**src/rtl/serial_sub_ctrl.sv**
```systemverilog
// serial_sub_ctrl: bit-serial A-B over WIDTH cycles using one 1-bit subtract cell with a registered borrow.
// Optional signed-overflow flag output is enabled by defining SERIAL_SUB_OVF_EN.
module serial_sub_ctrl #(
  parameter int WIDTH = 8
) (
  input  logic             clk,
  input  logic             rst,
  input  logic             start,
  input  logic [WIDTH-1:0] a,
  input  logic [WIDTH-1:0] b,
  output logic             busy,
  output logic             done,
  output logic [WIDTH-1:0] diff,
  output logic             bo
`ifdef SERIAL_SUB_OVF_EN
  ,
  output logic             ovf
`endif
);
  localparam int CW = $clog2(WIDTH) + 1;
  typedef enum logic [1:0] {IDLE, SHIFT, DONE} state_t;
  state_t state;
  logic [WIDTH-1:0] sa, sb, res;
  logic [CW-1:0] cnt;
  logic br, d1, br1, d, br2, bout, last;
  logic [WIDTH-1:0] res_next;
`ifdef SERIAL_SUB_OVF_EN
  logic am, bm;
`endif
  assign d1 = sa[0] ^ sb[0];
  assign br1 = ~sa[0] & sb[0];
  assign d = d1 ^ br;
  assign br2 = ~d1 & br;
  assign bout = br1 | br2;
  assign res_next = {d, res[WIDTH-1:1]};
  assign last = cnt == CW'(WIDTH - 1);
  always_ff @(posedge clk or posedge rst) begin
    if (rst) begin
      state <= IDLE;
      sa <= '0;
      sb <= '0;
      res <= '0;
      cnt <= '0;
      br <= 1'b0;
      busy <= 1'b0;
      done <= 1'b0;
      diff <= '0;
      bo <= 1'b0;
`ifdef SERIAL_SUB_OVF_EN
      am <= 1'b0;
      bm <= 1'b0;
      ovf <= 1'b0;
`endif
    end else begin
      case (state)
        IDLE, DONE: begin
          done <= 1'b0;
          if (start) begin
            sa <= a;
            sb <= b;
            br <= 1'b0;
            cnt <= '0;
            busy <= 1'b1;
            state <= SHIFT;
`ifdef SERIAL_SUB_OVF_EN
            am <= a[WIDTH-1];
            bm <= b[WIDTH-1];
`endif
          end else begin
            state <= IDLE;
          end
        end
        SHIFT: begin
          res <= res_next;
          br <= bout;
          sa <= sa >> 1;
          sb <= sb >> 1;
          cnt <= cnt + CW'(1);
          if (last) begin
            diff <= res_next;
            bo <= bout;
            busy <= 1'b0;
            done <= 1'b1;
            state <= DONE;
`ifdef SERIAL_SUB_OVF_EN
            ovf <= (am ^ bm) & (am ^ d);
`endif
          end
        end
        default: state <= IDLE;
      endcase
    end
  end
endmodule
```
**config.mk**
```make
export PLATFORM = sky130hd
export DESIGN_NAME = serial_sub_ctrl
export DESIGN_NICKNAME = d
export VERILOG_FILES = /design/src/rtl/serial_sub_ctrl.sv
export SDC_FILE = /design/constraint.sdc
export NUM_CORES = 1
export LEC_CHECK = 0
export ABC_AREA = 1
export BUFFER_PORTS_ARGS = -buffer_cell sky130_fd_sc_hd__buf_2
export CAP_MARGIN = 20
export CORE_AREA = 2 2 64 66
export CTS_CLUSTER_DIAMETER = 60
export DETAILED_ROUTE_END_ITERATION = 10
export DIE_AREA = 0 0 66 68
export GPL_ROUTABILITY_DRIVEN = 0
export GPL_TIMING_DRIVEN = 0
export PLACE_DENSITY = 0.73
export SLEW_MARGIN = 20
export SYNTH_ARGS = -nofsm -noshare
export SYNTH_HDL_FRONTEND = slang
export SYNTH_SLANG_ARGS = --single-unit
```
**constraint.sdc**
```tcl
create_clock -name clk -period 1.62 [get_ports clk]
set_input_delay 0.162 -clock clk [delete_from_list [all_inputs] [get_ports clk]]
set_output_delay 0.162 -clock clk [all_outputs]
set_load 0.02 [all_outputs]
```
==> results.sh <==
export IMPL_outcome="finished, final reports clean"
export IMPL_cts_setup_buffers=0
export IMPL_clock_fmax_mhz=763.0
export IMPL_avgSynthCellArea_um2=8.526
export IMPL_clock_sinks=41
export IMPL_skew_ns=0.009023
export IMPL_wirelength_mm=3.317
export IMPL_vias=1419
export IMPL_grt_usage_pct=17.00
export IMPL_clock_latency_ns=0.29
export IMPL_nets=285
export IMPL_hp_class="input port to flop"
export IMPL_critPathKind="flop to flop"
export IMPL_ys_ff_latch=41
export IMPL_wl_met3_um=86
export IMPL_top_layer_used="met4"
export IMPL_grt_ovfl_total=0
export IMPL_drv_slew=0
export IMPL_p_leak_uw=0.001309
export IMPL_drc=0
export IMPL_hold_start="b[7]"
export IMPL_syn_area_um2=1927
export IMPL_syn2layout_area_growth_pct=19.48
export IMPL_nFillCells=366
export IMPL_first_global_vias=1293
export IMPL_num_rows=23
export IMPL_die_w_um=66
export IMPL_multiInputGateArea_um2=733.2
export IMPL_drtPass1Iterations=4
export IMPL_met2_length_mm=1.564
export IMPL_diodes=0
export IMPL_period_share_pct=80.90
export IMPL_place_hpwl_mm=2.373
export IMPL_clock_root_buffer="clkbuf_8"
export IMPL_hold_violations=0
export IMPL_die_h_um=68
export IMPL_antenna_found_initial=0
export IMPL_synth_cell_types=23
export IMPL_yosysWarnings=0
export IMPL_cts_max_level=2
export IMPL_wl_met1_mm=1.637
export IMPL_ys_seq_area_share_pct=53.25
export IMPL_start_util_pct=49.97
export IMPL_ios=30
export IMPL_via_per_inst=4.505
export IMPL_power_density_nw_per_um2=2044
export IMPL_dieArea_um2=4488
export IMPL_dr_first_iter_drc_count=78
export IMPL_rr_startpoint="cnt[0]$_DFFE_PP0P_"
export IMPL_coreArea_um2=3856
export IMPL_period_minus_slack_ns=1.311
export IMPL_crit_fanout=10
export IMPL_end_kind="flop"
export IMPL_regArea_um2=1026
export IMPL_cts_tree="built"
export IMPL_grt_max_degree=35
export IMPL_dpl_worst_slack_ns=0.3176
export IMPL_drive_gt1_share_pct=28.30
export IMPL_rsz0062_at_grt="no"
export IMPL_io_buffers=29
export IMPL_wl_per_cell_um=10.53
export IMPL_worst_slew_pin_slew_ns=0.2178
export IMPL_grt_pass1_wl_mm=5.671
export IMPL_drv_cap=0
export IMPL_synth_nets=247
export IMPL_critPathRequiredTime_ns=1.80
export IMPL_worst_slack_ns=0.3094
export IMPL_antenna_left=0
export IMPL_setup_tns_final_ns=0
export IMPL_crit_arrival_ns=1.49
export IMPL_path_clk_slew_ns=0.08
export IMPL_syn_inst=226
export IMPL_cp_start_kind="flop"
export IMPL_slew_headroom_pct=85.44
export IMPL_cts_buffers=5
export IMPL_ir_drop_mv=0.9107
export IMPL_startpoint="cnt[0]$_DFFE_PP0P_"
export IMPL_setup_violations_final=0
export IMPL_cts_buffer_depth=2
-- layout make-up --
| cell class | instances | share of cell area, % |
|---|---|---|
| clock buffers | 5 | 2.989 |
| multi-input cells | 155 | 31.85 |
| plain buffers | 6 | 3.043 |
| inverters | 24 | 4.239 |
| clock inverters | 3 | 2.989 |
| flip-flops and latches | 41 | 44.57 |
| well taps | 50 | 2.717 |
| repair buffers | 31 | 7.609 |
-- cell usage in the layout, fill, tap and decap left out --
| cell | count |
|---|---|
| buf_12 | 2 |
| nand2_1 | 115 |
| inv_6 | 1 |
| buf_4 | 1 |
| inv_1 | 20 |
| a21oi_2 | 1 |
| buf_8 | 1 |
| buf_2 | 30 |
| nand2_2 | 20 |
| dlygate4sd3_1 | 1 |
| or2_2 | 1 |
| fa_1 | 1 |
| dfrtp_1 | 41 |
| nor2_8 | 2 |
| nor2_4 | 1 |
| o21ai_0 | 3 |
| ha_1 | 1 |
| clkbuf_8 | 5 |
| nand2_4 | 2 |
| buf_6 | 2 |
| nand3_1 | 4 |
| inv_8 | 1 |
| o22ai_1 | 1 |
| nor2_1 | 2 |
| inv_2 | 3 |
| bufinv_16 | 2 |
| nand4_1 | 1 |
-- timing repair --
action | CTS | global route
resized for setup | 0 | 0
endpoints found under the hold margin | 7 | 0
hold buffers | 1 | 0
-- flip-flops by register name, summed over array words and instances (netlist names) --
signal,count
bo,1
br,1
busy,1
cnt,4
diff,8
done,1
res,7
sa,8
sb,8
state,2
-- worst paths after layout --
| check | to | slack (ns) | depth (start not counted) |
|---|---|---|---|
| max in group asynchronous | res[5]$_DFFE_PP0N_ | 0.86 | 4 |
| setup / recovery | diff[3]$_DFFE_PP0P_ | 0.31 | 7 |
| min in group asynchronous | sb[2]$_DFFE_PP0P_ | 0.32 | 3 |
| hold reg to reg | diff[0]$_DFFE_PP0P_ | 0.48 | 2 |
| hold / removal | sb[7]$_DFFE_PP0P_ | 0.07 | 3 |
| setup reg to reg | diff[3]$_DFFE_PP0P_ | 0.31 | 7 |
-- per-layer routing --
layer	track usage, %	up-vias
met3	3.454	2
met5	0	-
li1	-	745
met4	6.122	0
met1	23.02	652
met2	27.40	20
-- kinds of logic (layout without fill, tap and decap cells) --
group / Yosys count / in the layout / share of synthesized area [%]
AO/OA/AOI/OAI: 5 / 5 / 1.559
adder cells (fa/ha/maj): 2 / 2 / 1.688
buffers and inverters: 30 / 69 / 8.701
flip-flops: 41 / 41 / 53.25
AND/OR/NAND/NOR: 148 / 148 / 34.81
-- metrics by stage --
stage | util [%] | std cells | total power [µW] | hold WS, ns | area, µm²
finish | 59.70 | 315 | 4706 | 0.07310 | 2302
global route | 59.70 | 315 | 5103 | 0.08054 | 2302
CTS | 59.70 | 315 | 4770 | 0.06315 | 2302
detailed placement | 55.87 | 306 | 3766 | 0.08062 | 2155
global placement | 55.35 | 305 | 3700 | 0.3609 | 2135
floorplan | - | 226 | 3291 | 0.2786 | 1927
-- power by group --
part / leakage [µW] / internal (µW) / switching (µW)
registers: 0.000511 / 1480 / 328
logic: 0.000729 / 753 / 1160
clock network: 0.0000687 / 620 / 358
total: 0.00131 / 2860 / 1850
-- cells in the mapped netlist --
master,number,area [µm²]
nor2_8,2,40.04
buf_8,1,15.01
nand3_1,4,20.02
fa_1,1,20.02
nand2_4,2,22.52
nand4_1,1,6.260
a21oi_2,1,8.760
inv_8,1,11.26
o22ai_1,1,6.260
inv_1,21,78.83
nor2_4,1,11.26
nand2_1,115,431.7
nand2_2,20,125.1
dfrtp_1,41,1026
o21ai_0,3,15.01
buf_2,1,5.000
buf_4,1,7.510
buf_12,1,20.02
buf_6,2,22.52
inv_2,2,7.510
nor2_1,2,7.510
ha_1,1,12.51
or2_2,1,6.260
-- worst max-delay path: stages, from the launching register on --
cell     delay, ns
dfrtp_1       0.44
ha_1          0.21
nand2_1       0.07
nor2_1        0.15
nand2_2       0.08
buf_6         0.14
nand2_1       0.06
nand2_1       0.06
Note: power is estimated with default switching activity, not from simulation.
